==> src/rtl/vmask_pop_ctrl_if.sv <==
// ----------------------------------------------------------------------------
// vmask_pop_ctrl_if
//   Bundles the signals of the vcpop.m sequencer: the request channel from
//   vALU issue, the mask beat stream, the popcount datapath hookup and the
//   result channel.
//
//   Modports:
//     slave  - the sequencer (vmask_pop_ctrl)
//     master - the surrounding logic (issue, beat source, datapath, consumer)
//
//   Signals:
//     req_valid/req_ready/req_vl       request carrying vl
//     beat_valid/beat_ready/beat_data  mask beats, bit 0 = lowest element
//     pc_m0/pc_valid/pc_count/pc_sum   popcount datapath mask/count/sum
//     res_valid/res_ready/res_data     final count
//     req_vm, beat_v0                  only with VMASK_POP_VM_EN defined
// ----------------------------------------------------------------------------
interface vmask_pop_ctrl_if #(
    parameter int unsigned DATA_WIDTH      = 64,
    parameter int unsigned VL_WIDTH        = 12,
    parameter int unsigned RESP_DATA_WIDTH = 64
);
    logic                       req_valid;
    logic                       req_ready;
    logic [VL_WIDTH-1:0]        req_vl;
    logic                       beat_valid;
    logic                       beat_ready;
    logic [DATA_WIDTH-1:0]      beat_data;
    logic [DATA_WIDTH-1:0]      pc_m0;
    logic                       pc_valid;
    logic [RESP_DATA_WIDTH-1:0] pc_count;
    logic [RESP_DATA_WIDTH-1:0] pc_sum;
    logic                       res_valid;
    logic                       res_ready;
    logic [RESP_DATA_WIDTH-1:0] res_data;
`ifdef VMASK_POP_VM_EN
    logic                       req_vm;
    logic [DATA_WIDTH-1:0]      beat_v0;
`endif

    modport slave (
`ifdef VMASK_POP_VM_EN
        input  req_vm,
        input  beat_v0,
`endif
        input  req_valid,
        output req_ready,
        input  req_vl,
        input  beat_valid,
        output beat_ready,
        input  beat_data,
        output pc_m0,
        output pc_valid,
        output pc_count,
        input  pc_sum,
        output res_valid,
        input  res_ready,
        output res_data
    );

    modport master (
`ifdef VMASK_POP_VM_EN
        output req_vm,
        output beat_v0,
`endif
        output req_valid,
        input  req_ready,
        output req_vl,
        output beat_valid,
        input  beat_ready,
        output beat_data,
        input  pc_m0,
        input  pc_valid,
        input  pc_count,
        output pc_sum,
        input  res_valid,
        output res_ready,
        input  res_data
    );
endinterface

==> src/rtl/vmask_pop_ctrl.sv <==
// ----------------------------------------------------------------------------
// vmask_pop_ctrl
//   Sequencer for the mask-popcount datapath executing vcpop.m. Accepts one
//   request carrying vl, streams ceil(vl/DATA_WIDTH) mask beats into the
//   datapath, chains the running sum back through pc_count, masks tail
//   elements at or beyond vl on the last beat, and returns the count over a
//   valid/ready result port.
//
//   Ports:
//     clk  - clock, all logic on posedge
//     rst  - synchronous active-high reset; aborts any op in flight
//     bus  - vmask_pop_ctrl_if.slave (request, beats, datapath, result)
//
//   Optional feature (macro VMASK_POP_VM_EN): adds req_vm and beat_v0. With
//   the latched vm=0 each beat is further ANDed with beat_v0 so only active
//   elements are counted; vm=1 matches the default build.
//
//   The datapath registers pc_sum = popcount(pc_m0) + pc_count one cycle
//   later, so pc_m0/pc_count are driven combinationally from the state.
// ----------------------------------------------------------------------------
module vmask_pop_ctrl #(
    parameter int unsigned DATA_WIDTH      = 64,
    parameter int unsigned DATA_WIDTH_BITS = 6,
    parameter int unsigned VL_WIDTH        = 12,
    parameter int unsigned RESP_DATA_WIDTH = 64
) (
    input  logic             clk,
    input  logic             rst,
    vmask_pop_ctrl_if.slave  bus
);
    localparam int unsigned BEATS_WIDTH = VL_WIDTH - DATA_WIDTH_BITS + 1;

    typedef enum logic [1:0] {
        IDLE,
        RUN,
        DRAIN,
        DONE
    } state_t;

    state_t                     state;
    state_t                     state_nxt;
    logic [DATA_WIDTH_BITS-1:0] rem_q;
    logic [BEATS_WIDTH-1:0]     beats_left;
    logic [BEATS_WIDTH-1:0]     req_beats;
    logic [RESP_DATA_WIDTH-1:0] res_data_q;
    logic                       req_fire;
    logic                       beat_fire;
    logic                       last_beat;
    logic [DATA_WIDTH-1:0]      tail;
    logic [DATA_WIDTH-1:0]      active;

    assign req_fire  = (state == IDLE) && bus.req_valid;
    assign beat_fire = (state == RUN) && bus.beat_valid;
    assign last_beat = (beats_left == BEATS_WIDTH'(1));

    // ceil(vl / DATA_WIDTH): whole beats plus one if a partial beat remains
    assign req_beats = BEATS_WIDTH'(bus.req_vl >> DATA_WIDTH_BITS)
                     + BEATS_WIDTH'(bus.req_vl[DATA_WIDTH_BITS-1:0] != '0);

    // Only vl mod DATA_WIDTH is needed after acceptance: it shapes the tail
    always_comb begin
        tail = '1;
        if (last_beat && (rem_q != '0)) begin
            tail = (DATA_WIDTH'(1) << rem_q) - DATA_WIDTH'(1);
        end
    end

`ifdef VMASK_POP_VM_EN
    logic vm_q;

    assign active = vm_q ? '1 : bus.beat_v0;

    always_ff @(posedge clk) begin
        if (rst) begin
            vm_q <= 1'b1;
        end else if (req_fire) begin
            vm_q <= bus.req_vm;
        end
    end
`else
    assign active = '1;
`endif

    always_ff @(posedge clk) begin
        if (rst) begin
            state      <= IDLE;
            rem_q      <= '0;
            beats_left <= '0;
            res_data_q <= '0;
        end else begin
            state <= state_nxt;
            if (req_fire) begin
                rem_q      <= bus.req_vl[DATA_WIDTH_BITS-1:0];
                beats_left <= req_beats;
            end else if (beat_fire) begin
                beats_left <= beats_left - BEATS_WIDTH'(1);
            end
            // Datapath latency means pc_sum already includes the last beat here
            if (state == DRAIN) begin
                res_data_q <= bus.pc_sum;
            end
        end
    end

    always_comb begin
        state_nxt      = state;
        bus.req_ready  = 1'b0;
        bus.beat_ready = 1'b0;
        bus.pc_m0      = '0;
        bus.pc_valid   = 1'b0;
        bus.pc_count   = '0;
        bus.res_valid  = 1'b0;
        case (state)
            IDLE: begin
                // Zero mask and count flush the datapath sum for the next op
                bus.req_ready = 1'b1;
                if (bus.req_valid) begin
                    state_nxt = (bus.req_vl == '0) ? DRAIN : RUN;
                end
            end
            RUN: begin
                bus.beat_ready = 1'b1;
                bus.pc_count   = bus.pc_sum;
                if (bus.beat_valid) begin
                    bus.pc_m0    = bus.beat_data & active & tail;
                    bus.pc_valid = 1'b1;
                    if (last_beat) begin
                        state_nxt = DRAIN;
                    end
                end
            end
            DRAIN: begin
                state_nxt = DONE;
            end
            DONE: begin
                bus.res_valid = 1'b1;
                if (bus.res_ready) begin
                    state_nxt = IDLE;
                end
            end
            default: begin
                state_nxt = IDLE;
            end
        endcase
    end

    assign bus.res_data = res_data_q;
endmodule
==> src/flat_wrapper.sv <==
// flat-port wrapper written by rule: the top's interface ports become plain ports
module vmask_pop_ctrl_flat 
#(
    parameter int unsigned DATA_WIDTH      = 64,
    parameter int unsigned DATA_WIDTH_BITS = 6,
    parameter int unsigned VL_WIDTH        = 12,
    parameter int unsigned RESP_DATA_WIDTH = 64
)
  (clk, rst, bus_req_valid, bus_req_ready, bus_req_vl, bus_beat_valid, bus_beat_ready, bus_beat_data, bus_pc_m0, bus_pc_valid, bus_pc_count, bus_pc_sum, bus_res_valid, bus_res_ready, bus_res_data);
  vmask_pop_ctrl_if #(.DATA_WIDTH(DATA_WIDTH), .VL_WIDTH(VL_WIDTH), .RESP_DATA_WIDTH(RESP_DATA_WIDTH)) bus_i ();
  input  logic clk;
  input  logic rst;
  input wire logic [$bits(bus_i.req_valid)-1:0] bus_req_valid;
  output wire logic [$bits(bus_i.req_ready)-1:0] bus_req_ready;
  input wire logic [$bits(bus_i.req_vl)-1:0] bus_req_vl;
  input wire logic [$bits(bus_i.beat_valid)-1:0] bus_beat_valid;
  output wire logic [$bits(bus_i.beat_ready)-1:0] bus_beat_ready;
  input wire logic [$bits(bus_i.beat_data)-1:0] bus_beat_data;
  output wire logic [$bits(bus_i.pc_m0)-1:0] bus_pc_m0;
  output wire logic [$bits(bus_i.pc_valid)-1:0] bus_pc_valid;
  output wire logic [$bits(bus_i.pc_count)-1:0] bus_pc_count;
  input wire logic [$bits(bus_i.pc_sum)-1:0] bus_pc_sum;
  output wire logic [$bits(bus_i.res_valid)-1:0] bus_res_valid;
  input wire logic [$bits(bus_i.res_ready)-1:0] bus_res_ready;
  output wire logic [$bits(bus_i.res_data)-1:0] bus_res_data;
  assign bus_i.req_valid = bus_req_valid;
  assign bus_req_ready = bus_i.req_ready;
  assign bus_i.req_vl = bus_req_vl;
  assign bus_i.beat_valid = bus_beat_valid;
  assign bus_beat_ready = bus_i.beat_ready;
  assign bus_i.beat_data = bus_beat_data;
  assign bus_pc_m0 = bus_i.pc_m0;
  assign bus_pc_valid = bus_i.pc_valid;
  assign bus_pc_count = bus_i.pc_count;
  assign bus_i.pc_sum = bus_pc_sum;
  assign bus_res_valid = bus_i.res_valid;
  assign bus_i.res_ready = bus_res_ready;
  assign bus_res_data = bus_i.res_data;
  vmask_pop_ctrl #(.DATA_WIDTH(DATA_WIDTH), .DATA_WIDTH_BITS(DATA_WIDTH_BITS), .VL_WIDTH(VL_WIDTH), .RESP_DATA_WIDTH(RESP_DATA_WIDTH)) u_core (.clk(clk), .rst(rst), .bus(bus_i));
endmodule
==> config.mk <==
export PLATFORM = sky130hd
export DESIGN_NAME = vmask_pop_ctrl_flat
export DESIGN_NICKNAME = d
export VERILOG_FILES = /design/src/rtl/vmask_pop_ctrl_if.sv /design/src/rtl/vmask_pop_ctrl.sv /design/src/flat_wrapper.sv
export SDC_FILE = /design/constraint.sdc
export NUM_CORES = 1
export LEC_CHECK = 0
export ABC_CLOCK_PERIOD_IN_PS = 6970
export BUFFER_PORTS_ARGS = -buffer_cell sky130_fd_sc_hd__buf_2
export CORE_AREA = 5 5 128 130
export CTS_BUF_LIST = sky130_fd_sc_hd__clkbuf_16
export CTS_CLUSTER_SIZE = 40
export DETAILED_ROUTE_END_ITERATION = 6
export DIE_AREA = 0 0 133 135
export PLACE_DENSITY = 0.73
export SLEW_MARGIN = 30
export SYNTH_ARGS = -nofsm -noshare
export SYNTH_HDL_FRONTEND = slang
export SYNTH_SLANG_ARGS = --single-unit
==> constraint.sdc <==
create_clock -name clk -period 6.97 [get_ports clk]
set_input_delay 1.0455 -clock clk [delete_from_list [all_inputs] [get_ports clk]]
set_output_delay 1.0455 -clock clk [all_outputs]
set_load 0.005 [all_outputs]
# Yosys cells after proc, flatten, opt, wreduce, memory -nomap -nowiden
# Cells that the tools add are included.
word_totals:
  mem_bits_rw: 0
  latchBits: 0
  word_cells: 43
  ff_bits: 79
  out_inout_bits: 196
  rom_bits: 0
  n_memories: 0
  inputBits: 145
classes:
  add_sub_neg: 3
  mul: 0
  div_mod_pow: 0
  eq_ne: 8
  muxes: 17
  n_bitwise: 1
  n_lt_le_gt_ge: 0
  n_reduce_logical: 9
  shift: 1
op_table:
  columns: ["op", "count"]
  rows:
  - ["two-way mux 64 bit", 4]
  - ["AND 64 bit", 1]
  - ["left shift 1 x 6 -> 64 bit (first input constant)", 1]
  - ["subtractor 64 x 2 -> 64 bit (second input constant)", 1]
  - ["two-way mux 7 bit", 2]
  - ["logical NOT 12 bit", 1]
  - ["nonzero test 6 bit", 2]
  - ["two-way mux 2 bit", 5]
  - ["case mux 2 bit (4 select lines)", 1]
  - ["adder 6 x 1 -> 7 bit", 1]
  - ["equality test 7 x 1 -> 1 bit (second input constant)", 1]
  - ["subtractor 7 x 1 -> 7 bit (second input constant)", 1]
  - ["!= test 2 bit (second input constant)", 3]
  - ["two-way mux 1 bit", 5]
  - ["equality test 2 bit (second input constant)", 2]
  - ["AND reduction 4 bit", 1]
  - ["logical AND 1 bit", 3]
  - ["equality test 2 x 1 -> 1 bit (second input constant)", 1]
  - ["logical NOT 2 bit", 1]
  - ["!= test 2 x 1 -> 1 bit (second input constant)", 1]
  - ["nonzero test 2 bit", 1]

# Longest topological paths before layout
logic_depth:
  depth_word: 6
  mapped_depth: 12
  mapped_depth_nobuf: 8

# Worst setup path after synthesis
# Ideal clock, no wire load.
synth_path:
  path_type: "register to output"
  start: "register u_core.rem_q[3]"
  end: "output port bus_pc_m0[50]"
  required_ns: 5.924
  slack_ns: 2.983
  arrival_time_ns: 2.941
  path_stages_with_launch: 12
  path_cell_list: "dfxtp_1 > buf_2 > clkbuf_1 > clkbuf_1 > nor2_1 > nand4b_1 > ha_1 > buf_1 > o221ai_4 > or3_1 > or3_1 > a211oi_1"
synth_via:
  elab_chain_len: 6
synth_lines:
  columns: ["element", "line_no", "text"]
  rows:
  - ["start, declared", "vmask_pop_ctrl.sv:42", "logic [DATA_WIDTH_BITS-1:0] rem_q;"]
  - ["start signal, assigned", "vmask_pop_ctrl.sv:93", "rem_q <= bus.req_vl[DATA_WIDTH_BITS-1:0];"]
  - ["left shift 1 x 6 -> 64 bit / nonzero test 6 bit (equally long branches)", "vmask_pop_ctrl.sv:64, vmask_pop_ctrl.sv:63", null]
  - ["subtractor 64 x 2 -> 64 bit / logical AND 1 bit (equally long branches)", "vmask_pop_ctrl.sv:64, vmask_pop_ctrl.sv:63", null]
  - ["two-way mux 64 bit *", "vmask_pop_ctrl.sv:63", "if (last_beat && (rem_q != '0)) begin"]
  - ["AND 64 bit *", "vmask_pop_ctrl.sv:125", "bus.pc_m0 = bus.beat_data & active & tail;"]
  - ["two-way mux 64 bit *", "vmask_pop_ctrl.sv:124", "if (bus.beat_valid) begin"]
  - ["two-way mux 64 bit *", "vmask_pop_ctrl.sv:113", "case (state)"]
  - ["end, declared", "flat_wrapper.sv:19", "output wire logic [$bits(bus_i.pc_m0)-1:0] bus_pc_m0;"]
# Every way passes the cells marked *; elsewhere a longest branch is shown, timed or not.

# Worst setup path in the final report
layout_path:
  start: "register u_core.rem_q[1]"
  end: "output port bus_pc_m0[58]"
# Same word-level chain as after synthesis.

==> results.md <==
* Status: completed
* Max-slew headroom at 39.20%
* Peak supply drop at 0.1618 mV
* Ranking of synthesized cells by area: dfxtp_1 (29%), mux2i_1 (12%), and2_1 (8.0%)
* Crit path from: u_core.rem_q[1]
* Post-cts repair resize count at 0
* Via count at 6,381
* Pwr per Cell Area at 322.1 nW/um^2
* Die area at ~18,000 sq um
* CP Max Fanout at 31
* Clock sinks at 79
* CP Buf/Inv Count at 1
* Crit Path Category: reg -> out
* Top Family by Delay on Critical Path: compound AO/OA/AOI/OAI gates
* Top cell type by total area after synthesis: dfxtp_1
* Core area at 15,030 sq um
* CTS Buffer Depth at 2
* Overall Global Routing Usage at 21.97%
* Synthesized flop and latch total at 79
* Post-route setup TNS at 0 ns
* First-pass GRT wire length at 32,180 um
* Post-layout minimum cycle time at around 5.2 ns
* Worst-Margin Slew at 0.9093 ns
* CTS tree: yes
* Critical path depth in cells at 8
* DRT antenna net count at 0
* Slowest cell on the critical path: dfxtp_1
* Cells after Synth at about 740
* Initial core utilization at 36.72%
* Maxcap violations at 0
* Vias/cell at between 5 and 6
* Final Cell Area at 7579 sq um
* Critical Path RT at 5.92 ns
* Wire length on met1 at approximately 8000 um
* Worst r2r src: u_core.state[1]
* Diodes inserted at 0
* Worst path cell trace: or4_1 -> or2_2 -> ha_1 -> o221ai_4 -> a2111oi_2 -> a211oi_1 -> a311oi_1 -> buf_2
* Worst setup EP type: output port
* Worst EP arrival at 4.13 ns
* Warnings from Yosys at 0
* Max-slew violation count at 0
* Mapped Area at ~5500 sq um
* GP Congestion at 1.002
* Post-CTS setup buffer count at 0
* HPWL Detailed at 16,290 um
* Leak at 3.736 nW
* Worst Setup EP: bus_pc_m0[58]
* Metal3 WL at 1734 um
* H-Tree Depth at 3
* Routed WL per cell at 17.00 um
* Final WL at 20,790 um
* IO Count at 341
* Fraction of layout cells with a size suffix above 1 at 37.00%
* Synth unique cells at 55
* Mapped Avg Cell Area at 7.490 sq um
* Sequential share of the synthesized area at 28.65%
* Crit share post-route at approximately three quarters
* Setup Skew at 0.009505 ns
* CP peak stage delay at 0.89 ns
* FFs w/ async S/R, synth at 0%
* Reg2reg setup slack at 4.42 ns
* Top Metal Used: met5
* DR pass1 iterations at 6
* Unrepaired setup endpoints after global routing: false
* Largest net degree at the start of global routing at 80
* Die width at 133 um
* Endpoints failing hold at 0
* Placed inst area at 7272 sq um
* Inst Count DP at 1,207
* Synth Net Count at 891
* Main flop type after synthesis: dfxtp_1
* CP Launch Type: flip-flop
* Die H at roughly 140 um
* Root Driver: clkbuf_16
* P&R area growth vs syn at 37.28%
* DRC at 0
* CTS buffer count at 9
* Worst-Skew Late Latency at 0.33 ns
* Fillers at roughly 1.5k
* PortBufs at 340
* Finished Layout Cells at around 1.2k
* Vias in the first global route at 6,044
* FF-to-FF End: u_core.beats_left[4]
* Initial antenna violation count at 1
* R2R cell count at 8
* GR Overflow Total at 0
* Post-synth top area share at 28.65%
* Layout Utilization at 50.41%
* Nets at 1,184
* Clk pin slew, worst setup/hold paths at ~0.070 ns
* Cts hold-fix bufs at 0
* Post-synth EDFFs at 0
* Worst hold path type: reg -> reg
* Finish-stage setup viols at 0
* Num rows at 45
* DR WL met2 at 10,370 um
* Maximum clock rate at between 150 and 200 MHz
* DR iter-0 viols at 465
==> where the power goes <==
group	total, mW	internal (mW)	leakage [nW]	switching, mW
logic	1.35	0.598	2.95	0.753
registers	0.628	0.542	0.644	0.0863
clock network	0.461	0.253	0.146	0.209
total	2.44	1.39	3.74	1.05
==> worst reg2reg max path: cells and delay by family, from the launching register on <==
family	cells	cell delay (ns)
AND/OR/NAND/NOR	3	0.66
buffers and inverters	2	0.64
adder cells (fa/ha/maj)	1	0.48
flip-flops	1	0.36
AO/OA/AOI/OAI	1	0.23
XOR/XNOR	1	0.09
==> flip-flops by register name, summed over array words and instances, names as in the netlist <==
name,flops
u_core.bus.res_data,64
u_core.rem_q,6
u_core.beats_left,7
u_core.state,2
==> Yosys cell counts (all sizes together), types with 6 or more instances <==
library cell / instances
buf: 16
dfxtp: 79
a31oi: 8
xor2: 7
nor3: 13
nor2b: 7
mux2i: 65
xnor2: 24
nand3: 15
o311a: 6
nor2: 100
nand2: 86
o21ai: 22
a21oi: 48
and3: 14
o211a: 7
and2: 71
or2: 6
a211oi: 10
ha: 9
inv: 9
clkbuf: 49
==> cells by family after synthesis <==
kind of cell | Yosys count | share of synthesized area, %
and+or+nand+nor | 346 | 30.89
AOI/OAI and AO/OA | 131 | 16.00
DFF | 79 | 28.65
buffers and inverters | 74 | 5.304
muxes | 67 | 12.19
xor gates and xnor gates | 31 | 4.918
adders and majority gates | 9 | 2.040
==> layout make-up <==
class / count / area [sq um] / share of cell area, %
multi-input cells: 584 / 3671 / 48.44
clock buffers: 9 / 225.2 / 2.972
flip-flops and latches: 79 / 1582 / 20.87
repair buffers: 347 / 1758 / 23.20
inverters: 9 / 36.28 / 0.4788
clock inverters: 7 / 71.32 / 0.9411
well taps: 188 / 235.2 / 3.104
==> per-stage QoR <==
stage | power, mW | hold slack (ns) | setup WS [ns]
after floorplan | 1.506 | 0.4852 | 2.983
final | 2.441 | 0.4860 | 1.792
after CTS | 2.454 | 0.4926 | 1.858
after detailed placement | 1.979 | 0.4752 | 2.211
after global placement | 1.959 | 0.4679 | 2.368
after global routing | 2.636 | 0.5199 | 1.477
==> cells in the final DEF (no fill, tap or decap), types with 8 or more instances in the layout <==
cell type  instances
dfxtp_1           79
clkbuf_16          9
nor2_1            99
nand2_1           86
and3_1            14
a211oi_1          10
and2_1            71
nand3_1           15
a31oi_1            8
inv_1              8
mux2i_1           65
o21ai_0           22
buf_2            340
a21oi_1           48
xnor2_1           24
nor3_1            13
==> worst min-delay path by stage <==
stage	cells after the start	endpoint	slack [ns]	start
2_1_floorplan	2	u_core.bus.res_data[48]	0.49	u_core.bus.res_data[48]
3_3_place_gp	2	u_core.bus.res_data[22]	0.47	u_core.bus.res_data[22]
3_5_place_dp	2	u_core.bus.res_data[63]	0.48	u_core.bus.res_data[63]
4_1_cts	2	u_core.bus.res_data[2]	0.49	u_core.bus.res_data[2]
5_1_grt	2	u_core.bus.res_data[50]	0.52	u_core.bus.res_data[50]
6_report	2	u_core.bus.res_data[63]	0.49	u_core.bus.res_data[63]
==> layer usage <==
| metal | vias up | track usage (%) |
|---|---|---|
| met5 | - | 0 |
| met4 | 2 | 8.776 |
| met3 | 40 | 4.844 |
| met2 | 333 | 38.29 |
| met1 | 2887 | 26.25 |
| li1 | 3119 | - |
(Power assumes the default switching activity.)
